[src/rtl/dma_spi_resp.sv]
// dma_spi_resp: SPI mode-0 byte engine shared by the DMA SPI channel and
// Z80 port writes. One byte out on MOSI, one byte in from MISO, MSB first.
module dma_spi_resp #(
  parameter int unsigned DIV_W = 4
) (
  input  logic             clk,
  input  logic             rst_n,
  input  logic             dma_req,
  input  logic [7:0]       dma_wrdata,
  output logic [7:0]       dma_rddata,
  output logic             dma_stb,
  input  logic             cpu_wr,
  input  logic [7:0]       cpu_data,
  output logic [7:0]       cpu_rddata,
  output logic             busy,
  input  logic [DIV_W-1:0] div,
  output logic             sck,
  output logic             mosi,
  input  logic             miso
);

  typedef enum logic [1:0] {
    S_IDLE,
    S_SHIFT,
    S_DONE,
    S_GAP
  } state_e;

  state_e           state_q, state_d;
  logic [DIV_W-1:0] div_q, div_d;
  logic [DIV_W-1:0] cnt_q, cnt_d;
  logic [3:0]       edge_q, edge_d;
  logic [7:0]       tx_q, tx_d;
  logic [7:0]       rx_q, rx_d;
  logic [7:0]       dma_rd_q, dma_rd_d;
  logic [7:0]       cpu_rd_q, cpu_rd_d;
  logic             sck_q, sck_d;
  logic             owner_cpu_q, owner_cpu_d;

  // State and datapath registers; synchronous active-low reset.
  always_ff @(posedge clk) begin
    if (!rst_n) begin
      state_q     <= S_IDLE;
      div_q       <= '0;
      cnt_q       <= '0;
      edge_q      <= '0;
      tx_q        <= '0;
      rx_q        <= '0;
      dma_rd_q    <= '0;
      cpu_rd_q    <= '0;
      sck_q       <= 1'b0;
      owner_cpu_q <= 1'b0;
    end else begin
      state_q     <= state_d;
      div_q       <= div_d;
      cnt_q       <= cnt_d;
      edge_q      <= edge_d;
      tx_q        <= tx_d;
      rx_q        <= rx_d;
      dma_rd_q    <= dma_rd_d;
      cpu_rd_q    <= cpu_rd_d;
      sck_q       <= sck_d;
      owner_cpu_q <= owner_cpu_d;
    end
  end

  // Next-state logic: request arbitration, SCK divider and bit shifting.
  always_comb begin
    state_d     = state_q;
    div_d       = div_q;
    cnt_d       = cnt_q;
    edge_d      = edge_q;
    tx_d        = tx_q;
    rx_d        = rx_q;
    dma_rd_d    = dma_rd_q;
    cpu_rd_d    = cpu_rd_q;
    sck_d       = sck_q;
    owner_cpu_d = owner_cpu_q;

    unique case (state_q)
      S_IDLE: begin
        if (cpu_wr || dma_req) begin
          tx_d        = cpu_wr ? cpu_data : dma_wrdata;
          owner_cpu_d = cpu_wr;
          div_d       = div;
          cnt_d       = div;
          edge_d      = '0;
          rx_d        = '0;
          sck_d       = 1'b0;
          state_d     = S_SHIFT;
        end
      end
      S_SHIFT: begin
        if (cnt_q == '0) begin
          cnt_d  = div_q;
          sck_d  = ~sck_q;
          edge_d = edge_q + 4'd1;
          if (!sck_q) begin
            rx_d = {rx_q[6:0], miso};
          end else begin
            tx_d = {tx_q[6:0], 1'b0};
          end
          // The 16th toggle is a falling edge, so rx_q already holds all
          // eight sampled bits; hand it over as DONE is entered.
          if (edge_q == 4'd15) begin
            state_d = S_DONE;
            if (owner_cpu_q) begin
              cpu_rd_d = rx_q;
            end else begin
              dma_rd_d = rx_q;
            end
          end
        end else begin
          cnt_d = cnt_q - DIV_W'(1);
        end
      end
      S_DONE: begin
        state_d = S_GAP;
      end
      S_GAP: begin
        state_d = S_IDLE;
      end
      default: begin
        state_d = S_IDLE;
      end
    endcase
  end

  assign dma_stb    = (state_q == S_DONE) && !owner_cpu_q;
  assign busy       = (state_q != S_IDLE);
  assign mosi       = (state_q == S_SHIFT) ? tx_q[7] : 1'b1;
  assign sck        = sck_q;
  assign dma_rddata = dma_rd_q;
  assign cpu_rddata = cpu_rd_q;

endmodule
[config.mk]
export PLATFORM = sky130hd
export DESIGN_NAME = dma_spi_resp
export DESIGN_NICKNAME = d
export VERILOG_FILES = /design/src/rtl/dma_spi_resp.sv
export SDC_FILE = /design/constraint.sdc
export NUM_CORES = 1
export LEC_CHECK = 0
export ABC_AREA = 1
export ABC_CLOCK_PERIOD_IN_PS = 1900
export CAP_MARGIN = 20
export CORE_MARGIN = 1
export CORE_UTILIZATION = 54
export CTS_BUF_LIST = sky130_fd_sc_hd__clkbuf_2
export DETAILED_ROUTE_END_ITERATION = 8
export PLACE_DENSITY = 0.8
export SLEW_MARGIN = 15
export SYNTH_ARGS = -nofsm -noshare
export SYNTH_HDL_FRONTEND = slang
export SYNTH_SLANG_ARGS = --single-unit
[constraint.sdc]
create_clock -name clk -period 1.9 [get_ports clk]
set_clock_uncertainty 0.15 [all_clocks]
set_input_delay 0.285 -clock clk [delete_from_list [all_inputs] [get_ports clk]]
set_output_delay 0.285 -clock clk [all_outputs]
set_load 0.005 [all_outputs]
=== After elaboration in Yosys (flattened, before gate mapping) ===
Cells that the tools add are included.

* Memory bits (read-only): 0
* Register bits: 48
* Output and inout port bits: 20
* Memories: 0
* RAM bits: 0
* Bits in latches: 0

* Div/mod/pow operators: 0
* Shift-type cells: 0
* Multiply operators: 0
* Muxes and demuxes: 23
* Equality and inequality tests: 9
* Magnitude comparators: 0
* Add/subtract/negate cells: 2
* Bitwise operators: 2
* Reduce and logical (&&, ||, !) cells: 15

{| class="wikitable"
|+ Operators with widths
! cell !! number
|-
| $mux W8 || 7
|-
| $pmux W8 S2 || 2
|-
| $mux W4 || 4
|-
| $pmux W4 S2 || 2
|-
| $reduce_and A4 Y1 || 4
|-
| $ne A2 B2 Y1 const B || 5
|-
| $pmux W2 S4 || 1
|-
| $mux W2 || 3
|-
| $reduce_and A3 Y1 || 2
|-
| $add A4 B1 Y4 const B || 1
|-
| $eq A2 B2 Y1 const B || 2
|-
| $eq A4 B4 Y1 const B || 1
|-
| $logic_not A4 Y1 || 1
|-
| $reduce_and A2 Y1 || 2
|-
| $reduce_bool A2 Y1 || 2
|-
| $sub A4 B1 Y4 const B || 1
|-
| $mux W1 || 3
|-
| $eq A2 B1 Y1 const B || 1
|-
| $logic_not A2 Y1 || 1
|-
| $not A1 Y1 || 2
|-
| $pmux W1 S2 || 1
|-
| $logic_and A1 B1 Y1 || 1
|-
| $logic_not A1 Y1 || 1
|-
| $logic_or A1 B1 Y1 || 1
|}

=== Longest topological paths before layout ===
* Depth in word-level cells: 4
* Mapped depth: 11
* Mapped depth without buffers: 10

=== Worst setup path before layout ===
Ideal clock, no wire load.

* Path type: register -> register
* Start point: register state_q[0]
* End point: register tx_q[1]
* Library setup time: 113 ps
* Arrival time: 1347 ps
* Path buffers: 1
* Slack: 290 ps
* Cell stages (with the launch flop): 12
* Data required time: 1637 ps
* Clock period less this slack: 1610 ps
* Cells stage by stage: dfxtp_1 inv_1 ha_1 nor2_1 inv_2 nand2_4 inv_4 nand3_4 buf_6 nand2_1 nand2_1 nor2_1

* Cells in the longest elaborated chain, start to end: 3

{| class="wikitable"
|+ Ends and longest elaborated chain
! what !! line !! RTL
|-
| start, declared || 29 || <nowiki>state_e state_q, state_d;</nowiki>
|-
| start signal, assigned || 54 || <nowiki>state_q <= state_d;</nowiki>
|-
| $eq A2 B1 Y1 or $logic_not A2 Y1 (tied branches) || 80 || <nowiki>unique case (state_q)</nowiki>
|-
| $ne A2 B2 Y1 (no line) or $reduce_bool A2 Y1 (tied branches) || -- ||
|-
| $reduce_and A4 Y1 (no line) || -- ||
|-
| end signal, assigned || 58 || <nowiki>tx_q <= tx_d;</nowiki>
|-
| end, declared || 33 || <nowiki>logic [7:0] tx_q, tx_d;</nowiki>
|}

Several ways; a longest one is shown, not always the timed one.
A chain may end at the register's enable or synchronous reset.

=== Worst setup path after layout ===
* Start point: register sck_q (netlist: sck)
* End point: output sck

{| class="wikitable"
|+ RTL lines
! what !! line !! RTL
|-
| start, declared || 37 || <nowiki>logic sck_q, sck_d;</nowiki>
|-
| start signal, assigned || 62 || <nowiki>sck_q <= sck_d;</nowiki>
|-
| end, declared || 17 || <nowiki>output logic sck,</nowiki>
|}

No word-level cell between the ends.

==> results by group <==
Synth
  – Post-Synth Simple-Gate Area: 26.3%
  – Post-synth EDFFs: 0
  – Post-synthesis mux area share: 0%
  – Yosys warns: 0
  – Count leader, synth: nand2_1
  – Distinct cells, synth: 28
  – Main synth FF type: dfxtp_1
  – Synth top area share: 40.1%
  – Area share of fa/ha/maj cells after synthesis: 2.61%
  – Syn_nets: 373
  – Yosys reg bits: 48
  – Area of the mapped netlist: 2400 um2
  – Leading area contributor after synthesis: dfxtp_1
  – Ys async rst share: 0%
  – Syn Area/Cell: 6.99 um2
  – Synth top cells by count: nand2_1, inv_1, dfxtp_1
  – XOR/XNOR Fraction of Synth Area: 0.731%
  – Largest family of logic cells by synthesized area: simple AND/OR/NAND/NOR gates
  – Post-Synthesis Cells: 343
  – Synth Area in Compound Gates: 17.1%
  – Synth area leaders: dfxtp_1, nand2_1, a21oi_1
  – Register area share after synthesis: 40.1%

GRT
  – GRT Total Usage: 24.6%
  – Initial antenna violation count: 0
  – Vias in the first global route: 1946
  – Global-route wire length before repair: 8600 um
  – Largest net degree at the start of global routing: 24
  – Remaining global-route overflow: 0

Floorplan
  – Starting Density: 57.9%
  – Row count: 23
  – Core ar.: 4140 um2
  – Ports: 45
  – DIE HEIGHT: 68.6 um
  – Die W: 68.6 um
  – Full die area: 4710 um2

Cells and area
  – # diodes: 0
  – Layout cell share with drive strength beyond 1: 11.8%
  – Layout Nets: 427
  – Final Non-Filler Cells: 448
  – Synthesis-to-layout area growth: 25.8%

Drt
  – Number of iterations in the first detailed-routing pass: 4
  – Detailed Route WL: 5280 um
  – Number of routed nets with antenna violations: 0
  – Total vias in the final route: 2196
  – DRT iter0 DRCs: 145
  – Wirelength per Cell: 11.8 um
  – Drt drc: 0
  – Detail-routed via count per cell: 4.90

Critical path
  – Cell family with most CP delay: buffers and inverters
  – Critical Path End Type: output pin
  – CP Buf/Inv Count: 1
  – Path depth of the worst reg2reg path: 8
  – Crit path largest cell delay: 0.52 ns
  – Worst reg2reg path startpoint: state_q[0]
  – Critical Path Stages: 1
  – Reg2reg setup slack: 0.12 ns
  – Critical path required time: 1.46 ns
  – CP Launch Type: flip-flop
  – Setup Crit Path Kind: reg -> out
  – Worst Path Max Fanout: 4
  – Arrival time worst endpoint: 1.42 ns
  – FF-to-FF End: rx_q[3]
  – Crit-path cells: clkdlybuf4s50_1
  – Crit-path slowest cell: clkdlybuf4s50_1

STA
  – Slew at the pin closest to its max-slew limit: 0.497 ns
  – Tcrit/Tclk final: 97.5%
  – Slew margin rel.: 66.8%
  – Setup Viol. Count Final: 0
  – Slew Viols, Final: 0
  – Setup_tns: 0 ns
  – Final Hold Fails: 0
  – Min Tclk post-route: 1.85 ns
  – RSZ-0062 raised after global routing: no
  – Peak Freq: 0.540 GHz

Clocking
  – Clock slew at reported path FFs: 0.25 ns
  – H-tree Lvls: 2
  – CTS tree: yes
  – CTS max path bufs: 2
  – Hold_buf cts: 0
  – Root buf cell: clkbuf_2
  – CTS Sinks: 48
  – Number of CTS-inserted buffers: 5
  – Worst-skew pair later-pin latency: 0.44 ns

Place
  – Placed cell count: 436
  – Gpl congestion: 0.881
  – Post-DP HPWL: 3870 um
  – Port buffer count: 44

Min path
  – Hold Path End: div_q[3]
  – Hold depth: 3
  – HP Start: div[3]
  – HP Class: in -> reg

Power
  – Pwr/cell area: 1330 nW/um2
  – Worst vdd ir: 1.01 mV
  – Static leakage: 1.31 nW

Run status
  – Run status: completed

Run
  – Max Cap Viol: 0
-- registers in the layout, indices dropped and copies added (netlist names) --
| register | count |
|---|---|
| edge_q | 4 |
| sck | 1 |
| rx_q | 8 |
| cpu_rddata | 8 |
| state_q | 2 |
| tx_q | 8 |
| dma_rddata | 8 |
| owner_cpu_q | 1 |
| div_q | 4 |
| cnt_q | 4 |
-- through the flow --
| stage | util, % | power (mW) | hold WS [ns] | cell area (um2) | setup slack [ns] |
|---|---|---|---|---|---|
| 2_1_floorplan | - | 2.95 | 0.273 | 2400 | 0.290 |
| 4_1_cts | 72.2 | 3.95 | 0.223 | 2990 | 0.0276 |
| 5_1_grt | 72.8 | 4.32 | 0.225 | 3020 | 0.00745 |
| 3_5_place_dp | 69.6 | 3.33 | 0.285 | 2880 | 0.0831 |
| 3_3_place_gp | 69.6 | 3.28 | 0.282 | 2880 | 0.121 |
| 6_report | 72.8 | 4.01 | 0.225 | 3020 | 0.0472 |
-- tightest hold or removal path, delay by kind of cell --
family          cells  cell delay, ns
compound gates      1            0.06
buf+inv             2            0.47
-- layout make-up --
| class | count | area, um2 |
|---|---|---|
| Clock buffer | 5 | 25.0 |
| Fill cell | 357 | 1130 |
| Multi-Input combinational cell | 227 | 1150 |
| Sequential cell | 48 | 963 |
| Clock inverter | 3 | 42.5 |
| Timing Repair Buffer | 60 | 563 |
| Inverter | 55 | 211 |
| Tap cell | 50 | 62.6 |
-- what timing repair did --
| item | 4_1_cts | 5_1_grt |
|---|---|---|
| endpoints found under the setup margin | 3 | 2 |
| setup buffers | 2 | 2 |
| resized for setup | 12 | 4 |
-- routing by layer --
metal	part of all wire [%]	up-vias	track usage, %
met3	2.8	7	3.95
met2	44	27	39.5
met5	0	-	0
met4	1.4	0	9.38
met1	52	971	32.9
li1	-	1191	-
-- report_power, final --
| group | internal (mW) | switching (mW) |
|---|---|---|
| Sequential | 1.25 | 0.190 |
| Clock | 0.220 | 0.339 |
| Combinational | 0.782 | 1.23 |
-- cells by family after synthesis --
| kind of cell | after synthesis |
|---|---|
| and+or+nand+nor | 141 |
| DFF | 48 |
| buffers and inverters | 68 |
| xor gates and xnor gates | 2 |
| AOI/OAI and AO/OA | 79 |
| adders and majority gates | 5 |
-- how the worst max path moves through the flow --
stage                           from      end
after global placement        cpu_wr  tx_q[7]
after global routing             sck      sck
after CTS                 state_q[1]  dma_stb
after detailed placement      cpu_wr  tx_q[2]
after floorplan           state_q[0]  tx_q[1]
final                            sck      sck
-- placed cells by master, fill, tap and decap left out, drive strengths merged --
master and instances:
ha 5, dfxtp 48, clkinv 2, inv 55, nor3 1, o211ai 1
nand3 17, clkbuf 5, clkdlybuf4s50 41, nand4 2, nor2 42, dlygate4sd2 1
xnor2 1, xor2 1, clkdlybuf4s15 2, nand2 79, a31oi 1, a21oi 42
buf 16, bufinv 1, o21ai 35
(Power assumes the default switching activity.)
